$ cat config.mk
export PLATFORM = sky130hd
export DESIGN_NAME = dma_read_streamer
export DESIGN_NICKNAME = d
export VERILOG_FILES = /design/src/rtl/dma_read_streamer.sv
export SDC_FILE = /design/constraint.sdc
export NUM_CORES = 1
export LEC_CHECK = 0
export CAP_MARGIN = 15
export CORE_MARGIN = 3
export CORE_UTILIZATION = 49
export DETAILED_ROUTE_END_ITERATION = 10
export HOLD_SLACK_MARGIN = 0.15
export PLACE_DENSITY = 0.79
export SLEW_MARGIN = 0
export SYNTH_ARGS = -nofsm -noshare
export SYNTH_HDL_FRONTEND = slang
export SYNTH_SLANG_ARGS = --single-unit
$ cat constraint.sdc
create_clock -name clk -period 3.3 [get_ports clk]
set_clock_uncertainty 0.05 [all_clocks]
set_input_delay 0.495 -clock clk [delete_from_list [all_inputs] [get_ports clk]]
set_output_delay 0.495 -clock clk [all_outputs]
set_load 0.01 [all_outputs]
$ cat src/rtl/dma_read_streamer.sv
// DMA read engine streaming the FFT result buffer out as valid/ready words; DMA_READ_BITREV_EN selects bit-reversed addressing.
// Output appears 2 cycles after the first read; reads are throttled so the 2-entry FIFO plus in-flight word never exceeds 2.

module dma_read_fifo #(
  parameter int W     = 33,
  parameter int DEPTH = 2
) (
  input  logic                         clk,
  input  logic                         rst,
  input  logic                         flush,
  input  logic                         push,
  input  logic [W-1:0]                 push_data,
  input  logic                         pop,
  output logic [W-1:0]                 head,
  output logic [$clog2(DEPTH+1)-1:0]   count,
  output logic                         empty
);
  localparam int PW = $clog2(DEPTH);
  localparam int CW = $clog2(DEPTH+1);

  logic [W-1:0]  mem [DEPTH];
  logic [PW-1:0] rd_ptr;
  logic [PW-1:0] wr_ptr;

  // Caller guarantees no push when full and no pop when empty.
  always_ff @(posedge clk) begin
    if (rst || flush) begin
      rd_ptr <= '0;
      wr_ptr <= '0;
      count  <= '0;
    end else begin
      if (push) wr_ptr <= wr_ptr + PW'(1);
      if (pop)  rd_ptr <= rd_ptr + PW'(1);
      count <= count + CW'(push) - CW'(pop);
    end
  end

  always_ff @(posedge clk) begin
    if (push) mem[wr_ptr] <= push_data;
  end

  assign head  = mem[rd_ptr];
  assign empty = (count == '0);
endmodule

module dma_read_streamer #(
  parameter int         FFT_N    = 10,
  parameter int         FFT_DW   = 16,
  parameter logic [1:0] MODE_DMA = 2'd2
) (
  input  logic                  clk,
  input  logic                  rst,
  input  logic [1:0]            mode,
  input  logic                  dma_start,
  output logic                  dma_busy,
  output logic                  dma_done,
  output logic                  dma_abort,
  output logic                  ract_dma,
  output logic [FFT_N-2:0]      ra_dma,
  input  logic [FFT_DW*2-1:0]   rdr_dma,
  output logic                  dout_valid,
  input  logic                  dout_ready,
  output logic [FFT_DW*2-1:0]   dout_data,
  output logic                  dout_last
);
  localparam int AW = FFT_N - 1;
  localparam int DW = FFT_DW * 2;

  typedef enum logic [1:0] {IDLE, READ, DRAIN} state_t;

  state_t        state;
  state_t        state_nxt;
  logic [AW-1:0] addr_cnt;
  logic          in_flight;
  logic          in_flight_last;
  logic          mode_ok;
  logic          pop;
  logic          push;
  logic          fifo_empty;
  logic [1:0]    fifo_count;
  logic [DW:0]   fifo_head;
  logic [2:0]    occupancy;

  assign mode_ok = (mode == MODE_DMA);
  assign pop     = dout_valid && dout_ready;
  assign push    = in_flight && !dma_abort;

  // A slot being popped this cycle is free by the time the new read returns,
  // which is what sustains one word per cycle with dout_ready held high.
  assign occupancy = {1'b0, fifo_count} + {2'b00, in_flight} - {2'b00, pop};

  always_comb begin
    state_nxt = state;
    ract_dma  = 1'b0;
    dma_done  = 1'b0;
    dma_abort = 1'b0;
    case (state)
      IDLE: begin
        if (dma_start && mode_ok) state_nxt = READ;
      end
      READ: begin
        if (!mode_ok) begin
          dma_abort = 1'b1;
          state_nxt = IDLE;
        end else if (occupancy < 3'd2) begin
          ract_dma = 1'b1;
          if (addr_cnt == '1) state_nxt = DRAIN;
        end
      end
      DRAIN: begin
        if (!mode_ok) begin
          dma_abort = 1'b1;
          state_nxt = IDLE;
        end else if (fifo_empty && !in_flight) begin
          dma_done  = 1'b1;
          state_nxt = IDLE;
        end
      end
      default: state_nxt = IDLE;
    endcase
  end

  always_ff @(posedge clk) begin
    if (rst) begin
      state          <= IDLE;
      addr_cnt       <= '0;
      in_flight      <= 1'b0;
      in_flight_last <= 1'b0;
    end else begin
      state     <= state_nxt;
      in_flight <= ract_dma;
      if (ract_dma) begin
        in_flight_last <= &addr_cnt;
        addr_cnt       <= addr_cnt + AW'(1);
      end else if (dma_abort) begin
        addr_cnt <= '0;
      end
    end
  end

  dma_read_fifo #(.W(DW + 1), .DEPTH(2)) u_fifo (
    .clk       (clk),
    .rst       (rst),
    .flush     (dma_abort),
    .push      (push),
    .push_data ({in_flight_last, rdr_dma}),
    .pop       (pop),
    .head      (fifo_head),
    .count     (fifo_count),
    .empty     (fifo_empty)
  );

  assign dma_busy   = (state != IDLE);
  assign dout_valid = !fifo_empty;
  assign dout_data  = dout_valid ? fifo_head[DW-1:0] : '0;
  assign dout_last  = dout_valid && fifo_head[DW];

`ifdef DMA_READ_BITREV_EN
  for (genvar i = 0; i < AW; i++) begin : g_bitrev
    assign ra_dma[i] = addr_cnt[AW-1-i];
  end
`else
  assign ra_dma = addr_cnt;
`endif
endmodule

# [Word-level counts from Yosys, hierarchy flattened]
# Memories as Yosys holds them, arrays and structs flattened. A register that Yosys moved wholly into a read port is not among the register bits.
# Index checks and enable logic that the tools add are counted.
[classes] n_addsub=7 magnitude_cmp=1 eq_ne=8 n_mux=22 n_reduce_logical=16
[op_table] cell="32-bit two-way mux" n=1
[op_table] cell="9-bit two-way mux" n=2
[op_table] cell="1-bit two-way mux" n=12
[op_table] cell="2-bit two-way mux" n=6
[op_table] cell="9-bit by 1-bit adder with 9-bit output (second input constant)" n=1
[op_table] cell="9-bit == test (second input constant)" n=1
[op_table] cell="3-bit != test (second input constant)" n=3
[op_table] cell="9-bit AND reduction" n=1
[op_table] cell="2-bit one-hot mux with 3 select lines" n=1
[op_table] cell="1-bit logical AND" n=5
[op_table] cell="2-bit == test (second input constant)" n=2
[op_table] cell="2-bit logical NOT" n=2
[op_table] cell="4-bit AND reduction" n=1
[op_table] cell="2-bit nonzero test" n=2
[op_table] cell="2-bit by 1-bit adder with 3-bit output" n=1
[op_table] cell="1-bit logical NOT" n=3
[op_table] cell="3-bit by 2-bit less-than comparator with 1-bit output (second input constant)" n=1
[op_table] cell="3-bit by 1-bit subtractor with 3-bit output" n=1
[op_table] cell="1-bit adder (second input constant)" n=2
[op_table] cell="2-bit by 1-bit adder with 2-bit output" n=1
[op_table] cell="2-bit by 1-bit == test with 1-bit output (second input constant)" n=1
[op_table] cell="2-bit != test (second input constant)" n=1
[op_table] cell="2-bit OR reduction" n=1
[op_table] cell="2-bit by 1-bit subtractor with 2-bit output" n=1
[op_table] cell="1-bit logical OR" n=1
[word_totals] register_bits=17 ram_bits=66 inputBits=38 output_inout_bits=47 word_cells=62 n_memories=1
[memory_table] memory="u_fifo.mem" words=2 width=33 rd=1 rd_clocked_by_memory_dff=1 write_ports=1 line="21" source="logic [W-1:0] mem [DEPTH];"

# [Depth between registers and ports, before layout]
[logic_depth] word_depth=9 depth_mapped=12 ltp_nobuf=12

# [Hierarchy]
# Synthesis repeated with hierarchy kept, for this count alone.
[unflattened] cells_unflattened=250 hier_area_um2=3739.8
[modules_own_cells] module="dma_read_fifo" n_inst=1 cells_per_inst=123 area_per_inst_um2=2753.9
[modules_own_cells] module="dma_read_streamer" n_inst=1 cells_per_inst=127 area_per_inst_um2=985.9

# [Worst setup path after synthesis]
# Ideal clock, no wire load.
[synth_timing] path_kind="register -> register" start="reg state[0]" end="mem u_fifo.mem[0][0], enable pin" setup_ps=427 t_arrival_ps=2398 slack_ps=425 stages_incl_launch_ff=6 period_less_slack_ps=2875 cell_sequence="dfxtp_1 -> inv_1 -> ha_1 -> nand2_1 -> and2_1 -> nor2b_1"
[synth_between] elab_chain_len=7 word_cells_on_any_way=8
[synth_rtl] item="from (decl)" line="71" source="state_t state;"
[synth_rtl] item="from (signal assigned)" line="130" source="state <= state_nxt;"
[synth_rtl] item="2-bit == test or 2-bit by 1-bit == test with 1-bit output (tied branches)" line="97" source="case (state)"
[synth_rtl] item="2-bit OR reduction (no line) *"
[synth_rtl] item="1-bit two-way mux *"
[synth_rtl] item="1-bit logical NOT *" line="86" source="assign push = in_flight && !dma_abort;"
[synth_rtl] item="1-bit logical AND *" line="86"
[synth_rtl] item="net push" line="78" source="logic push;"
[synth_rtl] item="1-bit two-way mux *" line="39" source="if (push) mem[wr_ptr] <= push_data;"
[synth_rtl] item="1-bit two-way mux (implied by the code) *" line="39"
[synth_rtl] item="to (decl)" line="21"
# The timed path passes the listed nets; every way through them passes the cells marked *.

# [Worst setup path after layout]
[layout_timing] start="in dout_ready" end="out ract_dma"
[layout_between] elab_chain_len=6
[layout_rtl] item="from (decl)" line="62" source="input logic dout_ready,"
[layout_rtl] item="1-bit logical AND" line="85" source="assign pop = dout_valid && dout_ready;"
[layout_rtl] item="net pop" line="77" source="logic pop;"
[layout_rtl] item="3-bit by 1-bit subtractor with 3-bit output" line="90" source="assign occupancy = {1'b0, fifo_count} + {2'b00, in_flight} - {2'b00, pop};"
[layout_rtl] item="3-bit by 2-bit less-than comparator with 1-bit output" line="105" source="end else if (occupancy < 3'd2) begin"
[layout_rtl] item="1-bit two-way mux" line="105"
[layout_rtl] item="1-bit two-way mux" line="102" source="if (!mode_ok) begin"
[layout_rtl] item="1-bit two-way mux" line="97"
[layout_rtl] item="to (decl)" line="58" source="output logic ract_dma,"
# The timed path passes the listed nets, and every way through them passes these cells.

==> results.txt <==
----------------------------------------------------
[Critical path]
  Critical Setup Path Class ... in -> out
  Cell-by-cell trace of the critical path ... clkdlybuf4s50_1 > and2_1 > ha_1 > inv_1 > nand2_1 > fa_1 > xnor2_2 > nand3_2 > inv_1 > dlygate4sd2_1
  Critical path data required time ... 2.75 ns
  Startpoint type of the worst setup path ... primary input
  Critical path's slowest cell ... fa_1
  Data arrival at the endpoint of the critical path ... 2.50 ns
  Kind of end point of the critical path ... output port
  Reg-to-reg startpoint ... u_fifo.count[1]
  Stage delay of the slowest cell on the critical path ... approximately 0.41 ns
  Crit path max fanout ... 2
  Worst Setup SP ... dout_ready
  Cell occurring most often along the worst timing path ... inv_1

[Global route]
  Overall fraction of global-route tracks in use ... roughly 17%
  Pin count of the biggest net entering global routing ... 34
  Number of antenna violations at the first check in global routing ... 0
  First-pass GRT wire length ... 10,900 microns
  Via count of the first global-routing pass ... 2,252
  Aggregate global routing overflow ... 0

[CTS]
  CTS hold repair buffers ... 0
  Number of H-tree levels ... 3
  Clk Latency, worst-skew pair ... roughly 0.35 ns
  Number of sinks on the clock net ... 84
  Buffers inserted by post-CTS timing repair ... 0
  Number of clock buffers inserted by TritonCTS ... 9
  CTS clk-pin slew, worst paths ... about 0.090 ns
  Buffer cell driving the clock tree root ... clkbuf_8
  Post_cts resized ... 2
  Number of buffers between clock root and the deepest sink ... 2
  Clock tree from TritonCTS ... yes

[Synth]
  Library cell with the highest instance count after synthesis ... edfxtp_1
  Share of synthesized flip-flops with an asynchronous set or reset ... 0%
  Number of flops mapped to enable cells by yosys ... 66
  Synth cell types ... 36
  Average cell area after synthesis ... between 10 and 15 sq um
  Library cell with the largest summed area after synthesis ... edfxtp_1
  Area fraction of the dominant cell type after synthesis ... roughly 58%
  Syn Std Cell Area ... about 3400 sq um
  Number of warnings reported in the yosys synthesis log ... 0
  Synth cell count leaders ... edfxtp_1 (66), nor2_1 (37), mux2i_1 (34)
  Most used DFF post-synth ... edfxtp_1
  Synth Net Count ... 299
  Synthesized instance count ... around 250
  Portion of the post-synthesis area used by sequential elements ... around two thirds
  Yosys reg bits ... 84
  Largest cells by area after synthesis ... edfxtp_1 (58%), dfxtp_1 (10%), mux2i_1 (9.9%)

[Route]
  Vias per cell ... slightly above 5
  DRC ... 0
  Wirelength per Cell ... between 15 and 20 microns
  Pre-Repair DR Iteration Count ... 4
  First-iteration detailed-routing DRC count ... 74
  Number of routed nets with antenna violations ... 0
  Wire length reported by the detailed router ... about 6700 microns
  DR vias ... ~2,200

[Floorplanning]
  Area of the core ... 6570 sq um
  Number of top-level design ports ... 85
  Die width ... 89.8 microns
  Vertical extent of the die ... ~90 microns
  Cell Rows ... 29
  Initial core utilization ... 52.4%
  Die area ... between 8000 and 9000 sq um

[Timing]
  Transition time of the tightest slew-check pin ... approximately 0.68 ns
  Period minus WS final ... 3.04 ns
  Max-slew headroom ... between 50% and 60%
  Hold Vio Cnt, Final ... 0
  # setup viols final ... 0
  Setup TNS ... 0 ns
  Final hold slack ... ~0.45 ns
  RSZ-0062 raised after global routing ... no
  Fmax ... 329 MHz
  Period utilization ... 92.1%
  Count of final max-slew check failures ... 0

[Flow run]
  Max cap viols ... 0

[Pwr]
  Combinational share of power ... between 10% and 20%
  Relative contribution of the clock network to total power ... between 20% and 30%
  Peak supply drop ... 0.367 mV
  Internal power component ... 1670 uW
  Leakage power figure ... roughly 0.0015 uW
  Share of power burned in registers ... roughly 52%
  Switching part of the total ... 26.5%
  Switching Power ... around 600 uW
  Pwr/cell area ... just under 500 nW/um^2

[Layout]
  Total number of nets in the final design ... roughly 400
  Layout cell share with drive strength beyond 1 ... 8.83%
  Area of all placed cells without fillers ... 4640 sq um
  Ant. Diodes ... 0
  Area growth from synthesis to final layout ... 35.0%

[Placement]
  Routability congestion estimate from global placement ... 0.759
  Port buffer count ... 84
  Dpl cell area ... roughly 4500 sq um
  Half-perimeter wire length after detailed placement ... 4640 microns

[Hold path]
  Worst Hold Class ... reg -> reg
  Startpoint of the worst hold path ... in_flight_last

[Outcome]
  Outcome ... finished, final reports clean

----------------------------------------------------
-- layer usage --
layer / GRT usage (%) / wire [microns] / part of all wire (%) / vias up
li1: - / - / - / 1106
met1: 21.9 / 2950 / 44 / 1057
met2: 28.1 / 3250 / 49 / 76
met3: 4.92 / 424 / 6.4 / 6
met4: 4.98 / 47 / 0.70 / 0
met5: 0 / 0 / 0 / -
-- critical path, delay by kind of cell --
kind | cells | cell delay (ns)
buf+inv | 4 | 0.82
xor+xnor | 1 | 0.17
fa+ha+maj | 2 | 0.70
simple gates | 3 | 0.31
-- cell usage in the layout, fill, tap and decap left out, types with 3 or more instances in the layout --
| cell type | instances |
|---|---|
| a21oi_1 | 6 |
| a31oi_1 | 3 |
| buf_4 | 8 |
| clkbuf_8 | 9 |
| clkdlybuf4s50_1 | 83 |
| clkinvlp_4 | 3 |
| dfxtp_1 | 17 |
| edfxtp_1 | 66 |
| ha_1 | 8 |
| inv_1 | 11 |
| mux2i_1 | 34 |
| nand2_1 | 7 |
| nand2b_1 | 3 |
| nand3_1 | 9 |
| nand3b_1 | 3 |
| nor2_1 | 36 |
| nor3_1 | 5 |
| or3_1 | 3 |
| xnor2_1 | 3 |
-- per-stage QoR --
step	setup WS, ns	power [uW]	util (%)	cells
3_3_place_gp	-0.0415	1640	68.0	428
5_1_grt	0.0572	2390	70.7	444
2_1_floorplan	0.425	1420	-	252
4_1_cts	0.241	2310	70.7	444
6_report	0.260	2280	70.7	444
3_5_place_dp	-0.0530	1650	68.0	428
-- final timing paths --
check                           slack (ns)                 to  cells after the start
worst max-delay path                  0.26           ract_dma                     10
worst min-delay path                  0.45  u_fifo.mem[0][32]                      0
worst max register to register        0.53          ra_dma[7]                     12
worst min register to register        0.45  u_fifo.mem[0][32]                      0
-- state kept, by name, indices dropped and copies added, names as in the netlist, named ones only --
signal / cells
in_flight: 1
in_flight_last: 1
ra_dma: 9
state: 2
u_fifo.count: 2
u_fifo.mem: 66
u_fifo.rd_ptr: 1
u_fifo.wr_ptr: 1
-- layout make-up --
| cell class | count | area (sq um) |
|---|---|---|
| Multi-Input combinational cell | 146 | 1030 |
| Timing Repair Buffer | 94 | 940 |
| Clock inverter | 7 | 50.0 |
| Inverter | 11 | 41.3 |
| Fill cell | 486 | 1920 |
| Sequential cell | 84 | 2340 |
| Clock buffer | 9 | 124 |
| Tap cell | 93 | 116 |
-- power groups by stage --
stage,clock network [uW],registers [uW],logic (uW)
finish,655,1180,439
floorplan,0,1200,219
CTS,677,1180,446
global route,729,1190,476
detailed placement,0,1210,439
global placement,0,1210,433
-- logic make-up after synthesis --
kind of cell,after synthesis,share of synthesized area (%)
flip-flops,84,68.1
AND/OR/NAND/NOR,82,11.7
multiplexers,34,9.89
buffers and inverters,22,2.55
AO/OA/AOI/OAI,17,3.24
adder cells (fa/ha/maj),9,3.49
XOR/XNOR,4,1.02
No activity file was read; power rests on OpenSTA's default activity.
